==> config.mk <==
export PLATFORM = sky130hd
export DESIGN_NAME = uart_tx_frame_gen_flat
export DESIGN_NICKNAME = d
export VERILOG_FILES = /design/src/rtl/uart_tx_pkg.sv /design/src/rtl/uart_tx_frame_gen_if.sv /design/src/rtl/uart_tx_fifo.sv /design/src/rtl/uart_tx_frame_gen.sv /design/src/flat_wrapper.sv
export SDC_FILE = /design/constraint.sdc
export NUM_CORES = 1
export LEC_CHECK = 0
export CAP_MARGIN = 20
export CORE_ASPECT_RATIO = 0.5
export CORE_MARGIN = 10
export CORE_UTILIZATION = 50
export DETAILED_ROUTE_END_ITERATION = 12
export GPL_TIMING_DRIVEN = 1
export MAX_ROUTING_LAYER = met4
export PLACE_DENSITY_LB_ADDON = 0.08
export SYNTH_ARGS = -nofsm -noshare
export SYNTH_HDL_FRONTEND = slang
export SYNTH_SLANG_ARGS = --single-unit
==> constraint.sdc <==
create_clock -name clk -period 2.66 [get_ports clk]
set_input_delay 0.532 -clock clk [delete_from_list [all_inputs] [get_ports clk]]
set_output_delay 0.532 -clock clk [all_outputs]
set_load 0.01 [all_outputs]
==> src/rtl/uart_tx_pkg.sv <==
// uart_tx_pkg: shared encodings for the frame-configurable UART transmitter
package uart_tx_pkg;
    localparam int MIN_DATA_W = 5;
    typedef enum logic [2:0] {
        PAR_NONE  = 3'b000,
        PAR_EVEN  = 3'b001,
        PAR_ODD   = 3'b010,
        PAR_MARK  = 3'b011,
        PAR_SPACE = 3'b100
    } par_mode_t;
    typedef enum logic [2:0] {IDLE, START, DATA, PARITY, STOP, BREAK} state_t;
endpackage

==> src/rtl/uart_tx_frame_gen_if.sv <==
// uart_tx_frame_gen_if: write-side bus between the register layer and the transmitter FIFO
interface uart_tx_frame_gen_if #(
    parameter int MAX_DATA_W = 9,
    parameter int FIFO_DEPTH = 16,
    parameter int LEVEL_W    = $clog2(FIFO_DEPTH) + 1
);
    logic                  wr_en;
    logic [MAX_DATA_W-1:0] wr_data;
    logic                  wr_ready;
    logic                  wr_ovf;
    logic [LEVEL_W-1:0]    fifo_level;
    modport master (output wr_en, wr_data, input wr_ready, wr_ovf, fifo_level);
    modport slave  (input wr_en, wr_data, output wr_ready, wr_ovf, fifo_level);
endinterface

==> src/rtl/uart_tx_fifo.sv <==
// uart_tx_fifo: show-ahead transmit FIFO; writes while full are dropped and flagged
module uart_tx_fifo #(
    parameter int FIFO_DEPTH = 16,
    parameter int WIDTH      = 9
) (
    input  logic                        clk,
    input  logic                        aresetn,
    input  logic                        push,
    input  logic                        pop,
    input  logic [WIDTH-1:0]            din,
    output logic [WIDTH-1:0]            dout,
    output logic                        full,
    output logic                        empty,
    output logic [$clog2(FIFO_DEPTH):0] level,
    output logic                        ovf
);
    localparam int PTR_W = $clog2(FIFO_DEPTH);
    localparam int LW    = PTR_W + 1;
    logic [WIDTH-1:0] mem [FIFO_DEPTH];
    logic [PTR_W-1:0] wp, rp;
    logic do_push, do_pop;
    assign full    = level == LW'(FIFO_DEPTH);
    assign empty   = level == '0;
    assign do_push = push && !full;
    assign do_pop  = pop && !empty;
    assign dout    = mem[rp];
    always_ff @(posedge clk)
        if (do_push) mem[wp] <= din;
    // Overflow is judged on the registered full flag, so a same-cycle pop does not rescue the write
    always_ff @(posedge clk or negedge aresetn)
        if (!aresetn) begin
            wp    <= '0;
            rp    <= '0;
            level <= '0;
            ovf   <= 1'b0;
        end else begin
            ovf   <= push && full;
            wp    <= do_push ? wp + 1'b1 : wp;
            rp    <= do_pop ? rp + 1'b1 : rp;
            level <= level + LW'(do_push) - LW'(do_pop);
        end
endmodule

==> src/rtl/uart_tx_frame_gen.sv <==
// uart_tx_frame_gen: UART transmitter with runtime frame format, break generation and a transmit FIFO
module uart_tx_frame_gen
    import uart_tx_pkg::*;
#(
    parameter int MAX_DATA_W = 9,
    parameter int FIFO_DEPTH = 16,
    parameter int LEVEL_W    = $clog2(FIFO_DEPTH) + 1,
    parameter int LEN_W      = $clog2(MAX_DATA_W + 1)
) (
    input  logic                clk,
    input  logic                aresetn,
    input  logic                baud_tick,
    uart_tx_frame_gen_if.slave  wr,
    input  logic [LEN_W-1:0]    data_len,
    input  logic [2:0]          parity_mode,
    input  logic                stop_two,
    input  logic                break_en,
    output logic                tx_busy,
    output logic                tx_done,
    output logic                tx
);
    state_t                state;
    logic [MAX_DATA_W-1:0] head, shreg;
    logic [LEN_W-1:0]      cnt, len_r, len_clamped;
    logic [2:0]            mode_r;
    logic                  stop_r, stop_2nd, par, par_en, par_bit;
    logic                  full, empty, pop;
    logic [LEVEL_W-1:0]    level;

    uart_tx_fifo #(.FIFO_DEPTH(FIFO_DEPTH), .WIDTH(MAX_DATA_W)) u_fifo (
        .clk(clk), .aresetn(aresetn), .push(wr.wr_en), .pop(pop), .din(wr.wr_data),
        .dout(head), .full(full), .empty(empty), .level(level), .ovf(wr.wr_ovf)
    );

    assign wr.wr_ready   = !full;
    assign wr.fifo_level = level;
    assign tx_busy       = state != IDLE;
    assign len_clamped   = data_len < LEN_W'(MIN_DATA_W) ? LEN_W'(MIN_DATA_W) :
                           data_len > LEN_W'(MAX_DATA_W) ? LEN_W'(MAX_DATA_W) : data_len;
    assign par_en  = mode_r inside {PAR_EVEN, PAR_ODD, PAR_MARK, PAR_SPACE};
    assign par_bit = mode_r == PAR_EVEN ? par : mode_r == PAR_ODD ? ~par : mode_r == PAR_MARK;
    // A new frame starts from IDLE or straight out of the last stop bit, never while a break is requested
    assign pop = baud_tick && !empty && !break_en &&
                 (state == IDLE || (state == STOP && (!stop_r || stop_2nd)));

    always_ff @(posedge clk or negedge aresetn)
        if (!aresetn) begin
            state    <= IDLE;
            tx       <= 1'b1;
            tx_done  <= 1'b0;
            shreg    <= '0;
            cnt      <= '0;
            len_r    <= '0;
            mode_r   <= '0;
            stop_r   <= 1'b0;
            stop_2nd <= 1'b0;
            par      <= 1'b0;
        end else begin
            tx_done <= 1'b0;
            if (pop) begin
                shreg  <= head;
                len_r  <= len_clamped;
                mode_r <= parity_mode;
                stop_r <= stop_two;
            end
            if (baud_tick)
                case (state)
                    IDLE: begin
                        tx    <= ~(break_en | pop);
                        state <= break_en ? BREAK : pop ? START : IDLE;
                    end
                    START: begin
                        tx    <= shreg[0];
                        shreg <= shreg >> 1;
                        par   <= shreg[0];
                        cnt   <= LEN_W'(1);
                        state <= DATA;
                    end
                    DATA:
                        if (cnt < len_r) begin
                            tx    <= shreg[0];
                            shreg <= shreg >> 1;
                            par   <= par ^ shreg[0];
                            cnt   <= cnt + 1'b1;
                        end else begin
                            tx    <= par_en ? par_bit : 1'b1;
                            state <= par_en ? PARITY : STOP;
                        end
                    PARITY: begin
                        tx    <= 1'b1;
                        state <= STOP;
                    end
                    STOP:
                        if (stop_r && !stop_2nd) stop_2nd <= 1'b1;
                        else begin
                            tx_done  <= 1'b1;
                            stop_2nd <= 1'b0;
                            tx       <= ~(pop | break_en);
                            state    <= pop ? START : break_en ? BREAK : IDLE;
                        end
                    BREAK:
                        if (!break_en) begin
                            tx    <= 1'b1;
                            state <= IDLE;
                        end
                    default: state <= IDLE;
                endcase
        end
endmodule

==> src/flat_wrapper.sv <==
// flat-port wrapper written by rule: the top's interface ports become plain ports
module uart_tx_frame_gen_flat import uart_tx_pkg::*;
#(
    parameter int MAX_DATA_W = 9,
    parameter int FIFO_DEPTH = 16,
    parameter int LEVEL_W    = $clog2(FIFO_DEPTH) + 1,
    parameter int LEN_W      = $clog2(MAX_DATA_W + 1)
)
  (clk, aresetn, baud_tick, data_len, parity_mode, stop_two, break_en, tx_busy, tx_done, tx, wr_wr_en, wr_wr_data, wr_wr_ready, wr_wr_ovf, wr_fifo_level);
  uart_tx_frame_gen_if #(.MAX_DATA_W(MAX_DATA_W), .FIFO_DEPTH(FIFO_DEPTH), .LEVEL_W(LEVEL_W)) wr_i ();
  input  logic clk;
  input  logic aresetn;
  input  logic baud_tick;
  input  logic [LEN_W-1:0] data_len;
  input  logic [2:0] parity_mode;
  input  logic stop_two;
  input  logic break_en;
  output logic tx_busy;
  output logic tx_done;
  output logic tx;
  input wire logic [$bits(wr_i.wr_en)-1:0] wr_wr_en;
  input wire logic [$bits(wr_i.wr_data)-1:0] wr_wr_data;
  output wire logic [$bits(wr_i.wr_ready)-1:0] wr_wr_ready;
  output wire logic [$bits(wr_i.wr_ovf)-1:0] wr_wr_ovf;
  output wire logic [$bits(wr_i.fifo_level)-1:0] wr_fifo_level;
  assign wr_i.wr_en = wr_wr_en;
  assign wr_i.wr_data = wr_wr_data;
  assign wr_wr_ready = wr_i.wr_ready;
  assign wr_wr_ovf = wr_i.wr_ovf;
  assign wr_fifo_level = wr_i.fifo_level;
  uart_tx_frame_gen #(.MAX_DATA_W(MAX_DATA_W), .FIFO_DEPTH(FIFO_DEPTH), .LEVEL_W(LEVEL_W), .LEN_W(LEN_W)) u_core (.clk(clk), .aresetn(aresetn), .baud_tick(baud_tick), .wr(wr_i), .data_len(data_len), .parity_mode(parity_mode), .stop_two(stop_two), .break_en(break_en), .tx_busy(tx_busy), .tx_done(tx_done), .tx(tx));
endmodule
Word-level counts from Yosys, hierarchy flattened

Memory sizes are Yosys's and may differ from the RTL's.
Cells that the tools add are included.

Register bits: 42
Bits in writable memories: 144
Output and inout port bits: 10
Logic and storage cells: 98
Memories: 1

Add/sub/neg operators: 5
Order comparisons: 3
Equal/unequal tests: 14
Muxes and demuxes: 32
Bitwise operators: 4
Reductions and logical operators: 25

Memories:

| memory            | depth | bits a word | rd ports | clocked after Yosys merged registers in | wr ports | RTL line           | source |
|---|---|---|---|---|---|---|---|
| u_core.u_fifo.mem | 16    | 9           | 1        | 0                                       | 1        | uart_tx_fifo.sv:19 | `logic [WIDTH-1:0] mem [FIFO_DEPTH];` |

Operators by type and width:

| cell                                                                         | count |
|---|---|
| 9-bit 2-to-1 mux                                                             | 3 |
| 3-bit 2-to-1 mux                                                             | 7 |
| 3-bit case mux with 6 select lines                                           | 1 |
| 9-bit case mux with 2 select lines                                           | 1 |
| 1-bit 2-to-1 mux                                                             | 14 |
| 4-bit by 1-bit adder with 4-bit output, second input constant                | 3 |
| 3-bit by 2-bit == test with 1-bit output, second input constant              | 4 |
| 4-bit 2-to-1 mux                                                             | 3 |
| 3-bit == test, second input constant                                         | 3 |
| 1-bit logical AND                                                            | 8 |
| 4-bit case mux with 2 select lines                                           | 1 |
| 4-bit AND reduction                                                          | 2 |
| 3-bit by 1-bit == test with 1-bit output, second input constant              | 2 |
| 2-bit inequality test, second input constant                                 | 3 |
| 1-bit case mux with 6 select lines                                           | 1 |
| 6-bit nonzero test                                                           | 1 |
| 5-bit by 1-bit adder with 5-bit output                                       | 1 |
| 5-bit == test, second input constant                                         | 1 |
| 1-bit logical NOT                                                            | 5 |
| 5-bit logical NOT                                                            | 1 |
| 5-bit by 1-bit subtractor with 5-bit output                                  | 1 |
| 4-bit greater-than comparator, second input constant                         | 1 |
| 4-bit by 3-bit less-than comparator with 1-bit output, second input constant | 1 |
| 4-bit less-than comparator                                                   | 1 |
| 12 further kinds                                                             | 14 |

Longest topological paths before layout

Gate-level depths: netlist of the first run.

Depth after elaboration: 9
Depth in mapped cells: 15

By module

Synthesis of the first run repeated with hierarchy kept, for this count alone.

Cell total of the unflattened synthesis: 502
Area total of the unflattened synthesis: 8151.6 um2

Modules (own cells, without submodules):

| module            | instances | cells an instance | area an instance (um2) | sequential area each (um2) |
|---|---|---|---|---|
| uart_tx_fifo      | 1         | 348               | 6486.2                 | 4674.5 |
| uart_tx_frame_gen | 1         | 154               | 1665.3                 | 701.9 |

Worst setup path after synthesis of the first run

No wires, ideal clock.

Path type: register to register
From: reg u_core.u_fifo.level[3]
To: reg u_core.u_fifo.level[4]
Library setup time: 0.125 ns
Arrival time: 2.586 ns
Slack: -0.051 ns
Stages on the path, launching flop included: 16
Clock period less this slack: 2.711 ns
Path through: dfrtp_1 inv_1 ha_1 or4b_1 nand3_1 inv_1 ha_1 inv_1 ha_1 inv_1 fa_1 inv_1 a21oi_1 nor2_1 nor2_1 xnor2_1

Cells in the longest elaborated chain, start to end: 7

Ends and longest elaborated chain:

| what                                            | RTL line                                    | source |
|---|---|---|
| start: declaration                              | uart_tx_fifo.sv:14                          | `output logic [$clog2(FIFO_DEPTH):0] level,` |
| start signal: assignment                        | uart_tx_fifo.sv:40                          | `level <= level + LW'(do_push) - LW'(do_pop);` |
| 5-bit logical NOT (*)                           | uart_tx_fifo.sv:23                          | `assign empty = level == '0;` |
| 1-bit logical NOT (*)                           | uart_tx_fifo.sv:25, uart_tx_frame_gen.sv:43 |  |
| 1-bit logical AND (3 in a row)                  | uart_tx_frame_gen.sv:43                     | `assign pop = baud_tick && !empty && !break_en &&` |
| 1-bit logical AND (*)                           | uart_tx_fifo.sv:25                          | `assign do_pop = pop && !empty;` |
| net u_core.u_fifo.do_pop                        | uart_tx_fifo.sv:21                          | `logic do_push, do_pop;` |
| 5-bit by 1-bit subtractor with 5-bit output (*) | uart_tx_fifo.sv:40                          |  |

Mark *: on every way through the listed nets, which the timed path passes. The rest lies on a longest branch.
A chain may end at the register's enable or synchronous reset.

Worst setup path in the final report of the first run

Ends and elaborated chain as after synthesis.

==> results of run 1 <==
==> state kept, by name, indices dropped and copies added, names as in the netlist <==
register,flops
u_core.cnt,4
u_core.len_r,4
u_core.mode_r,3
u_core.par,1
u_core.shreg,9
u_core.state,3
u_core.stop_2nd,1
u_core.stop_r,1
u_core.tx,1
u_core.tx_done,1
u_core.u_fifo.level,5
u_core.u_fifo.mem,144
u_core.u_fifo.ovf,1
u_core.u_fifo.rp,4
u_core.u_fifo.wp,4
==> stage by stage <==
| step | hold WS, ns | worst slack (ns) | setup TNS [ns] | cells |
|---|---|---|---|---|
| 2_1_floorplan | 0.236 | 0.0501 | 0 | 463 |
| 3_3_place_gp | 0.464 | -0.196 | -0.294 | 717 |
| 3_5_place_dp | 0.477 | -0.198 | -0.290 | 717 |
| 4_1_cts | 0.272 | 0.0110 | 0 | 749 |
| 5_1_grt | 0.327 | -0.0277 | -0.0277 | 752 |
| 6_report | 0.247 | 0.115 | 0 | 752 |
==> final cells by class <==
class | count | area share (%)
clock buffer | 17 | 4.61
clock inverter | 15 | 1.82
inverter | 28 | 1.17
multi-input combinational | 227 | 24.2
sequential | 186 | 58.3
tap | 204 | 2.77
timing repair buffer | 75 | 7.16
==> metal layers <==
metal | global-route usage [%] | part of all wire [%] | up-vias
met5 | - | 0 | -
met4 | 4.71 | 1.0 | 0
met3 | 3.52 | 6.6 | 14
met2 | 22.8 | 45 | 102
met1 | 21.3 | 47 | 2068
li1 | - | - | 1936
==> power by group <==
group / internal, W / total, W / switching, W
clock: 0.00127 / 0.00252 / 0.00125
sequential: 0.00366 / 0.00398 / 0.000319
combinational: 0.00162 / 0.00325 / 0.00163
==> worst paths after layout <==
check                                    endpoint  slack, ns  cells past startpoint
max in group asynchronous     u_core.u_fifo.rp[0]       1.78                      1
max reg2reg                u_core.u_fifo.level[4]       0.12                     15
min reg2reg                             u_core.tx       0.48                      2
min                               u_core.shreg[5]       0.25                      1
min in group clk                        u_core.tx       0.48                      2
max                        u_core.u_fifo.level[4]       0.12                     15
==> cells by family after synthesis <==
group | count (synthesis)
fa+ha+maj | 16
mux | 54
buf+inv | 50
simple gates | 75
compound gates | 68
xor+xnor | 14
flops | 186
==> cells in the mapped netlist, drive strengths merged (3+ instances only) <==
| cell type | n | area (µm²) |
|---|---|---|
| nand4 | 4 | 25.0 |
| dfrtp | 41 | 1030 |
| nor2b | 4 | 25.0 |
| mux2i | 9 | 90.1 |
| xnor2 | 12 | 105 |
| nor2 | 25 | 96.4 |
| ha | 15 | 188 |
| a21oi | 22 | 110 |
| clkbuf | 12 | 46.3 |
| o21ai | 11 | 55.1 |
| edfxtp | 144 | 4320 |
| nand3 | 4 | 20.0 |
| inv | 28 | 105 |
| nand2 | 18 | 67.6 |
| nor3 | 7 | 40.0 |
| nand2b | 4 | 32.5 |
| mux2 | 9 | 101 |
| mux4 | 36 | 811 |
| a2111oi | 4 | 60.1 |
| buf | 10 | 62.6 |
| a21o | 3 | 22.5 |
| a22oi | 16 | 120 |
==> what timing repair did <==
action                                  in CTS  in global routing
resized for setup                            0                 12
endpoints found under the setup margin       0                  2
buffers inserted                             0                  3
==> worst max-delay path, cell delays in order, from the launching register on <==
cell and delay, ns:
dfrtp_1 0.39, inv_2 0.08, ha_4 0.13, or4b_4 0.49, nand3_4 0.10, inv_4 0.04
ha_4 0.19, inv_1 0.06, ha_2 0.18, inv_2 0.04, fa_2 0.34, inv_2 0.05
a21oi_1 0.06, nor2_1 0.11, nor2_1 0.07, xnor2_1 0.12
==> out/qor.yml, run 1 <==
run_status:
  outcome: "finished, final reports clean"
logic_synthesis:
  netlist-cell-type-count: 49
  async_reset_ff_share_pct: 22.6
  synth_compound_area_share_pct: 5.99
  synth-main-ff-cell: "edfxtp_1"
  synth.avg_cell_area_um2: 16.8
  synth_seq_cells: 186
  synthXorXnorAreaFrac_pct: 1.58
  ys_warn_count: 0
  syn-cell-area_um2: 7770
  synthAdderAreaFrac_pct: 2.67
  synth.area.mux_share_pct: 12.9
  synth_cells: 463
  synth_edf_count: 144
  ys_seq_area_share_pct: 69.2
  synth_top_family_by_area: "multiplexers"
  syn-num-nets: 501
  synth_simple_gate_area_share_pct: 4.87
route:
  wl_um: 15400
  first_iter_violations: 237
  drc: 0
  wire_per_inst_um: 20.5
  ant_nets: 0
  dr.pass1.iters: 4
  viasPerCell: 5.48
  vias: 4120
clocking:
  clkLatencyLatePin_ns: 0.43
  cts_root_buffer: "clkbuf_16"
  cts.htree.levels: 4
  cts_sinks: 186
  cts_max_path_buffers: 2
  cts_buffers: 17
  clk_pin_slew_ns: 0.08
  tritoncts: "done"
  cts_hold_buffers: 0
placed_design:
  placed_area_um2: 8560
  gp_congestion: 0.802
  hpwl_um: 9990
  port_buffers: 31
timing:
  finalSetupViolations: 0
  relSlewSlack_pct: 37.0
  finalHoldViolations: 0
  period_share_pct: 95.7
  final_max_slew_viol_count: 0
  skew_ns: 0.0113
  max_freq_mhz: 393
  fin_crit_ns: 2.54
  worst_pin_slew_ns: 0.945
floorplan:
  die_y_um: 108
  dieArea_um2: 21200
  core_um2: 15300
  num_rows: 32
  die_w_um: 196
  io_pins: 32
  initial_core_util_pct: 50.8
finish:
  final_util_pct: 60.3
  multi_input_area_um2: 2230
  regArea_um2: 5380
  fin_area_um2: 9220
  n_antenna_cell: 0
  n_fill_cell: 1142
  layout_common_cells: "144 x edfxtp_1, 42 x buf_4, 40 x dfrtp_1"
  fin_nets: 573
  final_common_cell: "edfxtp_1"
  drive_gt1_share_pct: 25.5
  area_growth_pct: 18.8
worst_setup_path:
  reg2reg_from: "u_core.u_fifo.level[3]"
  critPathCaptureType: "register"
  critPathMaxFanout: 2
  required_ns: 2.97
  worst_setup_path_start_kind: "register"
  crit_type: "reg2reg"
  cp.arrival_ns: 2.86
  cp-startpoint: "u_core.u_fifo.level[3]"
grt:
  grt_start_max_net_pins: 43
  antenna_found_initial: 0
  grt_pass1_vias: 4185
  overflow: 0
  grt_pass1_wl_um: 24200
  grt_usage_pct: 15.5
power_and_ir_drop:
  total_power_w: 0.00975
  power.density_nw_per_um2: 1060
  peakVddDrop_uv: 526
  p_leak_nw: 3.33
job:
  drv_cap: 0
min_path:
  hold_path.class: "in2async"
(Power assumes the default switching activity.)
==> run 2: changes to the inputs <==
==> constraint.sdc (replaced) <==
create_clock -name clk -period 2.66 [get_ports clk]
set_input_delay 0.266 -clock clk [delete_from_list [all_inputs] [get_ports clk]]
set_output_delay 0.266 -clock clk [all_outputs]
set_load 0.01 [all_outputs]
==> out/qor.yml, run 2 (synthesized netlist as in run 1, its figures left out) <==
worst_setup_path:
  reg2reg_slack_ns: 0.12
  crit_path_top_delay_cell: "or4b_4"
  critPathMaxFanout: 2
  cp.arrival_ns: 2.85
  required_ns: 2.96
  cpPeakStageDelay_ns: 0.48
  cpMostUsedCell: "inv_2"
  worst_setup_path_start_kind: "register"
  path_cells: "inv_2 -> ha_4 -> or4b_4 -> nand3_4 -> inv_2 -> ha_4 -> inv_1 -> ha_2 -> inv_1 -> fa_2 -> inv_2 -> a21oi_1 -> nor2_1 -> nor2_1 -> xnor2_1"
  critPathCaptureType: "register"
  crit_type: "reg2reg"
clocking:
  cts_sinks: 186
  cts_root_buffer: "clkbuf_16"
  tritoncts: "done"
  cts_buffers: 17
  cts_max_path_buffers: 2
  clkLatencyLatePin_ns: 0.42
  clk_pin_slew_ns: 0.07
  cts.htree.levels: 4
  cts_hold_buffers: 0
floorplan:
  core_um2: 15300
  initial_core_util_pct: 50.8
  die_w_um: 196
  die_y_um: 108
  io_pins: 32
  num_rows: 32
  dieArea_um2: 21200
run_status:
  violations: "negative hold slack"
  outcome: "complete, but fails checks"
grt:
  overflow: 0
  grt_start_max_net_pins: 43
  grt_pass1_vias: 4348
  grt_usage_pct: 16.0
  antenna_found_initial: 0
  grt_pass1_wl_um: 25000
finish:
  final_util_pct: 60.3
  final_common_cell: "edfxtp_1"
  area_growth_pct: 18.7
  layout_common_cells: "144 x edfxtp_1, 41 x buf_4, 40 x dfrtp_1"
  top_register: "u_core.u_fifo.mem"
  fin_nets: 572
  reg_top3: "u_core.u_fifo.mem x144, u_core.shreg x9, u_core.u_fifo.level x5"
  n_antenna_cell: 0
  drive_gt1_share_pct: 25.0
  largest_reg_flops: 144
  fin_cells: 751
route:
  drc: 0
  wl_um: 15600
  wl_met2_um: 7290
  wire_per_inst_um: 20.8
  highest_layer: "met4"
  route.met3.wl_um: 1020
  first_iter_violations: 280
  ant_nets: 0
  drt-met1-wl_um: 7240
  viasPerCell: 5.58
  vias: 4188
  dr.pass1.iters: 4
timing:
  fin_crit_ns: 2.54
  relSlewSlack_pct: 37.1
  period_share_pct: 95.7
  final_max_slew_viol_count: 0
  max_freq_mhz: 393
  worst_pin_slew_ns: 0.944
  skew_ns: 0.0158
  finalHoldViolations: 12
  finalSetupViolations: 0
  holdWs_ns: -0.00764
  setup-tns-final_ns: 0
placed_design:
  hpwl_um: 10400
  port_buffers: 31
  place_inst: 715
  gp_congestion: 0.807
job:
  drv_cap: 0
min_path:
  hold_path.class: "in2async"
power_and_ir_drop:
  peakVddDrop_uv: 513
  total_power_w: 0.00976
  p_leak_nw: 3.33
  power.density_nw_per_um2: 1060
[run 2: cell types whose count changed in the layout (fill, tap and decap cells not counted), sizes merged]
| cell | change |
|---|---|
| buf | -1 |
| bufinv | +1 |
| clkbuf | +1 |
| clkinv | +1 |
| inv | -3 |
[run 2: final cells by class]
class | instances | area [µm²]
multi-input combinational | 227 | 2220
timing repair buffer | 74 | 653
inverter | 28 | 105
fill | 1177 | 6080
sequential | 186 | 5380
tap | 204 | 255
clock buffer | 18 | 429
clock inverter | 14 | 173
[run 2: what timing repair did]
action	CTS	global route
pin swaps	0	3
setup buffers	1	3
gates resized for setup	1	8
setup endpoints to repair	1	1
[run 2: metal layers]
metal / up-vias / GRT usage (%)
li1: 1927 / -
met1: 2146 / 21.7
met2: 113 / 24.1
met3: 2 / 3.43
met4: 0 / 4.06
met5: - / -
[run 2: worst paths after layout]
check / from / to / cells after the start
worst max-delay path: u_core.u_fifo.level[2] / u_core.u_fifo.level[4] / 15
worst min-delay path: aresetn / u_core.len_r[0] / 1
worst max register to register: u_core.u_fifo.level[2] / u_core.u_fifo.level[4] / 15
worst min register to register: u_core.tx / u_core.tx / 2
max in group asynchronous: aresetn / u_core.u_fifo.rp[0] / 1
min in group clk: wr_wr_en / u_core.u_fifo.ovf / 3
[run 2: stage by stage]
step | setup slack (ns) | area, µm²
global route | -0.00690 | 9220
detailed placement | 0.0193 | 8550
finish | 0.115 | 9220
global placement | 0.0569 | 8550
floorplan | 0.0501 | 7780
CTS | 0.00350 | 9160
[run 2: where the power goes]
part | internal [W] | leakage (nW) | switching, W
sequential | 0.00366 | 1.82 | 0.000319
combinational | 0.00161 | 1.22 | 0.00164
clock | 0.00135 | 0.290 | 0.00118
[run 2: critical path: cells and delay by family (launching register included)]
family                   cells  cell delay [ns]
AO/OA/AOI/OAI                1             0.05
XOR/XNOR                     1             0.11
adder cells (fa/ha/maj)      4             0.85
buffers and inverters        5             0.29
flip-flops                   1             0.39
AND/OR/NAND/NOR              4             0.73
